--- config.mk ---
export PLATFORM = sky130hd
export DESIGN_NAME = fan_speed_ctrl_flat
export DESIGN_NICKNAME = d
export VERILOG_FILES = /design/src/rtl/fan_pkg.sv /design/src/rtl/fan_speed_ctrl_if.sv /design/src/rtl/fan_tick_gen.sv /design/src/rtl/fan_speed_ctrl.sv /design/src/flat_wrapper.sv
export SDC_FILE = /design/constraint.sdc
export NUM_CORES = 1
export LEC_CHECK = 0
export BUFFER_PORTS_ARGS = -buffer_cell sky130_fd_sc_hd__buf_2
export CAP_MARGIN = 20
export CORE_ASPECT_RATIO = 0.6
export CORE_MARGIN = 4
export CORE_UTILIZATION = 60
export CTS_CLUSTER_SIZE = 24
export DETAILED_ROUTE_END_ITERATION = 7
export GPL_ROUTABILITY_DRIVEN = 0
export PLACE_DENSITY = 0.82
export RECOVER_POWER = 25
export SLEW_MARGIN = 20
export SYNTH_ARGS = -nofsm -noshare
export SYNTH_HDL_FRONTEND = slang
export SYNTH_SLANG_ARGS = --single-unit
--- constraint.sdc ---
create_clock -name clk -period 4.6 [get_ports clk]
set_input_delay 0.92 -clock clk [delete_from_list [all_inputs] [get_ports clk]]
set_output_delay 0.92 -clock clk [all_outputs]
set_load 0.01 [all_outputs]
--- src/rtl/fan_pkg.sv ---
// Shared encodings for the fan speed/mode controller: speed levels, off-timer
// unit table and the top-level run state.
package fan_pkg;

    localparam logic [1:0] LVL_OFF = 2'd0;
    localparam logic [1:0] LVL_1   = 2'd1;
    localparam logic [1:0] LVL_2   = 2'd2;
    localparam logic [1:0] LVL_3   = 2'd3;

    localparam logic [2:0] TMR_UNITS_0 = 3'd0;
    localparam logic [2:0] TMR_UNITS_1 = 3'd1;
    localparam logic [2:0] TMR_UNITS_3 = 3'd3;
    localparam logic [2:0] TMR_UNITS_5 = 3'd5;

    typedef enum logic {
        ST_OFF,
        ST_RUN
    } state_t;

    // Off-timer selection -> number of whole units loaded into the countdown.
    function automatic logic [2:0] timer_units(input logic [1:0] sel);
        logic [2:0] units;
        case (sel)
            2'd1:    units = TMR_UNITS_1;
            2'd2:    units = TMR_UNITS_3;
            2'd3:    units = TMR_UNITS_5;
            default: units = TMR_UNITS_0;
        endcase
        return units;
    endfunction

endpackage

--- src/rtl/fan_speed_ctrl_if.sv ---
// Command pulses into and display/PWM status out of the fan speed controller.
interface fan_speed_ctrl_if;

    logic        speed_btn;
    logic        timer_btn;
    logic        off_btn;
    logic [31:0] duty;
    logic [1:0]  speed_level;
    logic [1:0]  timer_sel;
    logic [2:0]  timer_remain;
    logic        ramp_busy;

    modport master (
        output speed_btn, timer_btn, off_btn,
        input  duty, speed_level, timer_sel, timer_remain, ramp_busy
    );

    modport slave (
        input  speed_btn, timer_btn, off_btn,
        output duty, speed_level, timer_sel, timer_remain, ramp_busy
    );

endinterface

--- src/rtl/fan_tick_gen.sv ---
// Modulo-N cycle counter with synchronous clear; tick_c is high for the one
// cycle in which the count sits at its terminal value N-1.
module fan_tick_gen #(
    parameter longint unsigned N = 64'd4
) (
    input  logic clk,
    input  logic reset_p,
    input  logic clear,
    output logic tick_c
);

    localparam int unsigned W    = (N > 64'd1) ? $clog2(N) : 1;
    localparam logic [W-1:0] LAST = W'(N - 64'd1);

    logic [W-1:0] cnt_q;

    assign tick_c = (cnt_q == LAST);

    always_ff @(posedge clk or posedge reset_p) begin
        if (reset_p) begin
            cnt_q <= '0;
        end else if (clear || (cnt_q == LAST)) begin
            cnt_q <= '0;
        end else begin
            cnt_q <= cnt_q + W'(1);
        end
    end

endmodule

--- src/rtl/fan_speed_ctrl.sv ---
// Fan speed/mode controller feeding the PWM duty input: speed level cycling,
// off-timer countdown and a one-count-per-tick soft ramp of the duty value.
module fan_speed_ctrl
    import fan_pkg::*;
#(
    parameter int unsigned     DUTY_STEP         = 128,
    parameter int unsigned     DUTY_L1           = 40,
    parameter int unsigned     DUTY_L2           = 80,
    parameter int unsigned     DUTY_L3           = 127,
    parameter int unsigned     RAMP_TICK_CYCLES  = 100_000,
    parameter longint unsigned TIMER_UNIT_CYCLES = 64'd6_000_000_000
) (
    input  logic            clk,
    input  logic            reset_p,
    fan_speed_ctrl_if.slave bus
);

    localparam int unsigned DW = $clog2(DUTY_STEP);

    state_t        state_q, state_d;
    logic [1:0]    level_q, level_d;
    logic [1:0]    sel_q, sel_d;
    logic [2:0]    remain_q, remain_d;
    logic [DW-1:0] duty_q, duty_d;
    logic          busy_q, busy_d;

    logic          ramp_tick_c;
    logic          unit_raw_c;
    logic          unit_tick_c;
    logic          tmr_load_c;
    logic          tmr_clear_c;
    logic          force_off_c;
    logic [DW-1:0] target_c;

    function automatic logic [DW-1:0] target_of(input logic [1:0] lvl);
        logic [DW-1:0] t;
        case (lvl)
            LVL_1:   t = DW'(DUTY_L1);
            LVL_2:   t = DW'(DUTY_L2);
            LVL_3:   t = DW'(DUTY_L3);
            default: t = '0;
        endcase
        return t;
    endfunction

    fan_tick_gen #(.N(64'(RAMP_TICK_CYCLES))) u_ramp_tick (
        .clk     (clk),
        .reset_p (reset_p),
        .clear   (1'b0),
        .tick_c  (ramp_tick_c)
    );

    // Unit counter idles at 0 whenever no timer is armed, and restarts on every load.
    assign tmr_clear_c = tmr_load_c || (sel_q == 2'd0);

    fan_tick_gen #(.N(TIMER_UNIT_CYCLES)) u_unit_tick (
        .clk     (clk),
        .reset_p (reset_p),
        .clear   (tmr_clear_c),
        .tick_c  (unit_raw_c)
    );

    assign unit_tick_c = unit_raw_c && (sel_q != 2'd0);
    assign target_c    = target_of(level_q);

    always_ff @(posedge clk or posedge reset_p) begin
        if (reset_p) begin
            state_q  <= ST_OFF;
            level_q  <= LVL_OFF;
            sel_q    <= 2'd0;
            remain_q <= 3'd0;
            duty_q   <= '0;
            busy_q   <= 1'b0;
        end else begin
            state_q  <= state_d;
            level_q  <= level_d;
            sel_q    <= sel_d;
            remain_q <= remain_d;
            duty_q   <= duty_d;
            busy_q   <= busy_d;
        end
    end

    // Priority: off > timer expiry > speed > timer select; losers are dropped.
    always_comb begin
        state_d     = state_q;
        level_d     = level_q;
        sel_d       = sel_q;
        remain_d    = remain_q;
        duty_d      = duty_q;
        tmr_load_c  = 1'b0;
        force_off_c = 1'b0;

        if (unit_tick_c && (remain_q > 3'd1)) begin
            remain_d = remain_q - 3'd1;
        end

        if (bus.off_btn) begin
            state_d     = ST_OFF;
            level_d     = LVL_OFF;
            sel_d       = 2'd0;
            remain_d    = TMR_UNITS_0;
            force_off_c = 1'b1;
        end else if (unit_tick_c && (remain_q == 3'd1)) begin
            state_d  = ST_OFF;
            level_d  = LVL_OFF;
            sel_d    = 2'd0;
            remain_d = TMR_UNITS_0;
        end else if (bus.speed_btn) begin
            case (state_q)
                ST_OFF: begin
                    state_d = ST_RUN;
                    level_d = LVL_1;
                end
                default: begin
                    if (level_q == LVL_3) begin
                        state_d  = ST_OFF;
                        level_d  = LVL_OFF;
                        sel_d    = 2'd0;
                        remain_d = TMR_UNITS_0;
                    end else begin
                        level_d = level_q + 2'd1;
                    end
                end
            endcase
        end else if (bus.timer_btn && (state_q == ST_RUN)) begin
            sel_d      = sel_q + 2'd1;
            remain_d   = timer_units(sel_q + 2'd1);
            tmr_load_c = 1'b1;
        end

        // Ramp steps toward the target of the level in force this cycle.
        if (force_off_c) begin
            duty_d = '0;
        end else if (ramp_tick_c) begin
            if (duty_q < target_c) begin
                duty_d = duty_q + DW'(1);
            end else if (duty_q > target_c) begin
                duty_d = duty_q - DW'(1);
            end
        end

        busy_d = (duty_d != target_of(level_d));
    end

    assign bus.duty         = 32'(duty_q);
    assign bus.speed_level  = level_q;
    assign bus.timer_sel    = sel_q;
    assign bus.timer_remain = remain_q;
    assign bus.ramp_busy    = busy_q;

endmodule

--- src/flat_wrapper.sv ---
// flat-port wrapper written by rule: the top's interface ports become plain ports
module fan_speed_ctrl_flat import fan_pkg::*;
#(
    parameter int unsigned     DUTY_STEP         = 128,
    parameter int unsigned     DUTY_L1           = 40,
    parameter int unsigned     DUTY_L2           = 80,
    parameter int unsigned     DUTY_L3           = 127,
    parameter int unsigned     RAMP_TICK_CYCLES  = 100_000,
    parameter longint unsigned TIMER_UNIT_CYCLES = 64'd6_000_000_000
)
  (clk, reset_p, bus_speed_btn, bus_timer_btn, bus_off_btn, bus_duty, bus_speed_level, bus_timer_sel, bus_timer_remain, bus_ramp_busy);
  fan_speed_ctrl_if bus_i ();
  input  logic clk;
  input  logic reset_p;
  input wire logic [$bits(bus_i.speed_btn)-1:0] bus_speed_btn;
  input wire logic [$bits(bus_i.timer_btn)-1:0] bus_timer_btn;
  input wire logic [$bits(bus_i.off_btn)-1:0] bus_off_btn;
  output wire logic [$bits(bus_i.duty)-1:0] bus_duty;
  output wire logic [$bits(bus_i.speed_level)-1:0] bus_speed_level;
  output wire logic [$bits(bus_i.timer_sel)-1:0] bus_timer_sel;
  output wire logic [$bits(bus_i.timer_remain)-1:0] bus_timer_remain;
  output wire logic [$bits(bus_i.ramp_busy)-1:0] bus_ramp_busy;
  assign bus_i.speed_btn = bus_speed_btn;
  assign bus_i.timer_btn = bus_timer_btn;
  assign bus_i.off_btn = bus_off_btn;
  assign bus_duty = bus_i.duty;
  assign bus_speed_level = bus_i.speed_level;
  assign bus_timer_sel = bus_i.timer_sel;
  assign bus_timer_remain = bus_i.timer_remain;
  assign bus_ramp_busy = bus_i.ramp_busy;
  fan_speed_ctrl #(.DUTY_STEP(DUTY_STEP), .DUTY_L1(DUTY_L1), .DUTY_L2(DUTY_L2), .DUTY_L3(DUTY_L3), .RAMP_TICK_CYCLES(RAMP_TICK_CYCLES), .TIMER_UNIT_CYCLES(TIMER_UNIT_CYCLES)) u_core (.clk(clk), .reset_p(reset_p), .bus(bus_i));
endmodule
==> metrics.txt <==
htree depth 3; clock power share 39.9%; All-Layer GR Usage 21.8%; Int Pwr 0.850 mW; remaining global-route overflow 0; Worst Path Required 4.80 ns; total clock sinks 66; Hold Path Class reg -> reg; port buffer count 19; static leakage 1.88 nW; Post-synth EDFFs 0; mapped cell area 0.00398 mm²; max-cap viol count 1; fill count 503; clock latency on the worst-skew pair 0.34 ns; vias per cell 5.74; vias 3096; final WL 8270 µm; Fin Hold WS 0.488 ns; Setup Total Neg Slack 0 ns; # rows 22; Worst Tran Pin Value 2.42 ns; Setup Buffers After CTS 0; fin crit period 3.54 ns; Seq pwr share 52.1%; largest family of logic cells by synthesized area simple AND/OR/NAND/NOR gates; maximum VDD drop 0.000162 V; TritonCTS clock tree built; die area 0.00804 mm²; synthesized area per cell 9.34 µm²; Die Height 71.1 µm; Slew Limit Fails 46; synthesized-area fraction occupied by adder cells 6.60%; slew margin rel. -61.2%; Gate Count Post-Synth 426; Post-synth ARST share 100%; layout cells sized above 1 10.5%; commonest register cell after synthesis dfrtp_1; total power 1.13 mW; Synth Area in Simple Gates 25.4%; Placed Area 0.00407 mm²; Worst Setup Start Kind flip-flop; Final WS setup 1.06 ns; Net Sw Power 0.285 mW; XOR/XNOR Fraction of Synth Area 10.1%; design area 0.00425 mm²; initial antenna violation count 0; Fin. Hold Viols 0; DRT antenna net count 0; RSZ-0062 raised after global routing no; Comb power frac 7.9%; period utilization 77.0%; maximum buffer depth of the clock tree 2; Seq/Total Area, Yosys 41.5%; largest net degree at the start of global routing 46; io pins 45; Syn-to-layout area delta 6.70%; status complete, but fails checks; CP Max Fanout 7; post-synth cell types 54; post-detail-place hpwl 6020 µm; DRC Markers 0; violated checks capacitance limit, slew limit; CP endpoint kind flip-flop; Reg clk slew, reported paths 0.07 ns; power per cell area 267 mW/mm²; number of global-route vias before repair 2994; die span in x 113 µm; hold_buf cts 0; post-synthesis mux area share 2.20%; first drt pass iteration count 6; Initial Util 63.4%; sw frac 25.1%; wire per inst 15.3 µm; f_max 282 MHz; Post-CTS Resized 0; Final Skew 0.0104 ns; Setup CP Type reg -> reg; net count reported at finish 476; FF+latch count, synth 66; pre-CTS setup slack 1.16 ns; first-pass GRT wire length 14000 µm; compound-cell area share of the yosys netlist 7.01%; # diodes 0; CTS Buf Count 9; Core Area 0.00628 mm²; Starting DRT DRC Count 310; Setup-failing EPs final 0; crit path DAT 3.75 ns; Synth warnings 0; CTS root buf clkbuf_8
[power groups by stage]
stage / Clock (mW) / Sequential (mW) / Combinational (mW)
2_1_floorplan: 0 / 0.604 / 0.0801
4_1_cts: 0.457 / 0.592 / 0.0900
6_report: 0.453 / 0.592 / 0.0900
5_1_grt: 0.489 / 0.592 / 0.102
3_5_place_dp: 0 / 0.603 / 0.0886
3_3_place_gp: 0 / 0.602 / 0.0846
[worst paths after layout]
path,startpoint,end,slack (ns),cells after the start
min,u_core.u_unit_tick.cnt_q[0],u_core.u_unit_tick.cnt_q[0],0.49,1
min reg2reg,u_core.u_unit_tick.cnt_q[0],u_core.u_unit_tick.cnt_q[0],0.49,1
min in group asynchronous,reset_p,u_core.u_unit_tick.cnt_q[1],0.73,2
max in group asynchronous,reset_p,u_core.u_unit_tick.cnt_q[31],1.14,3
max,u_core.bus.speed_level[0],u_core.bus.ramp_busy,1.06,12
max reg2reg,u_core.bus.speed_level[0],u_core.bus.ramp_busy,1.06,12
[placed cells by master, fill, tap and decap left out, types with 3 or more instances in the layout]
master	Yosys	routed
conb_1	1	25
mux2i_1	5	5
inv_1	16	16
buf_2	4	19
nand4_1	10	10
ha_1	21	21
nor4bb_1	3	3
xnor2_1	22	22
nand3_1	26	26
dfrtp_1	66	66
clkbuf_8	0	12
nor4_1	4	4
a21oi_1	14	14
nor2b_1	6	6
nand2_1	31	31
xor2_1	24	24
and3_1	7	7
o21ai_1	5	5
or3_1	8	7
and4_1	6	6
nor3_1	8	8
clkbuf_1	3	3
o21ai_0	9	9
nor2_1	62	62
[cell usage after synthesis, drive strengths merged, types with 9 or more instances]
cell type | count | area share (%)
nor2 | 63 | 6.0
nand2 | 31 | 2.9
dfrtp | 66 | 42
buf | 29 | 5.2
nand3 | 26 | 3.3
xor2 | 24 | 5.3
o21ai | 14 | 1.8
inv | 16 | 1.5
xnor2 | 22 | 4.8
nand4 | 10 | 1.6
nor3 | 9 | 1.3
ha | 21 | 6.6
a21oi | 14 | 1.8
[worst max-delay path, stage by stage, from the launching register on]
cell and delay [ns]:
dfrtp_1 0.48, inv_1 0.09, ha_1 0.21, o21bai_1 0.18, ha_1 0.32, and4_1 0.27, a21boi_1 0.46, nor2_1 0.20
mux2_2 0.32, or3_1 0.30, a21oi_1 0.24, mux2i_1 0.21, o221ai_1 0.12
[sequential cells by signal (all words and copies together) (netlist names)]
name and flops:
u_core.bus.ramp_busy 1, u_core.bus.speed_level 2, u_core.bus.timer_remain 3, u_core.bus.timer_sel 2, u_core.duty_q 7, u_core.state_q 1, u_core.u_ramp_tick.cnt_q 17, u_core.u_unit_tick.cnt_q 33
[cell families (layout without fill, tap and decap cells)]
group / count (synthesis) / after routing
XOR/XNOR: 46 / 46
adder cells (fa/ha/maj): 21 / 21
AO/OA/AOI/OAI: 44 / 44
multiplexers: 8 / 8
flip-flops: 66 / 66
buffers and inverters: 48 / 53
AND/OR/NAND/NOR: 192 / 192
other: 1 / 25
[final cells by class]
| type | instances | area, µm² | share of cell area, % |
|---|---|---|---|
| Inverter | 16 | 60.1 | 1.41 |
| Sequential cell | 66 | 1650 | 38.9 |
| Tap cell | 84 | 105 | 2.48 |
| Clock inverter | 2 | 10.0 | 0.236 |
| Clock buffer | 14 | 173 | 4.07 |
| Multi-Input combinational cell | 336 | 2140 | 50.4 |
| Timing Repair Buffer | 21 | 106 | 2.51 |
[layer usage]
| metal | share of wire (%) | vias to the layer above | global-route usage, % |
|---|---|---|---|
| li1 | - | 1472 | - |
| met1 | 46 | 1470 | 29.9 |
| met2 | 45 | 142 | 33.9 |
| met3 | 8.0 | 12 | 6.32 |
| met4 | 0.92 | 0 | 6.00 |
| met5 | 0 | - | 0 |
[stage by stage]
step | std cells | util (%)
6_report | 539 | 67.6
5_1_grt | 539 | 67.6
4_1_cts | 539 | 67.7
3_5_place_dp | 523 | 64.8
3_3_place_gp | 523 | 64.8
2_1_floorplan | 450 | -
(Power assumes the default switching activity.)
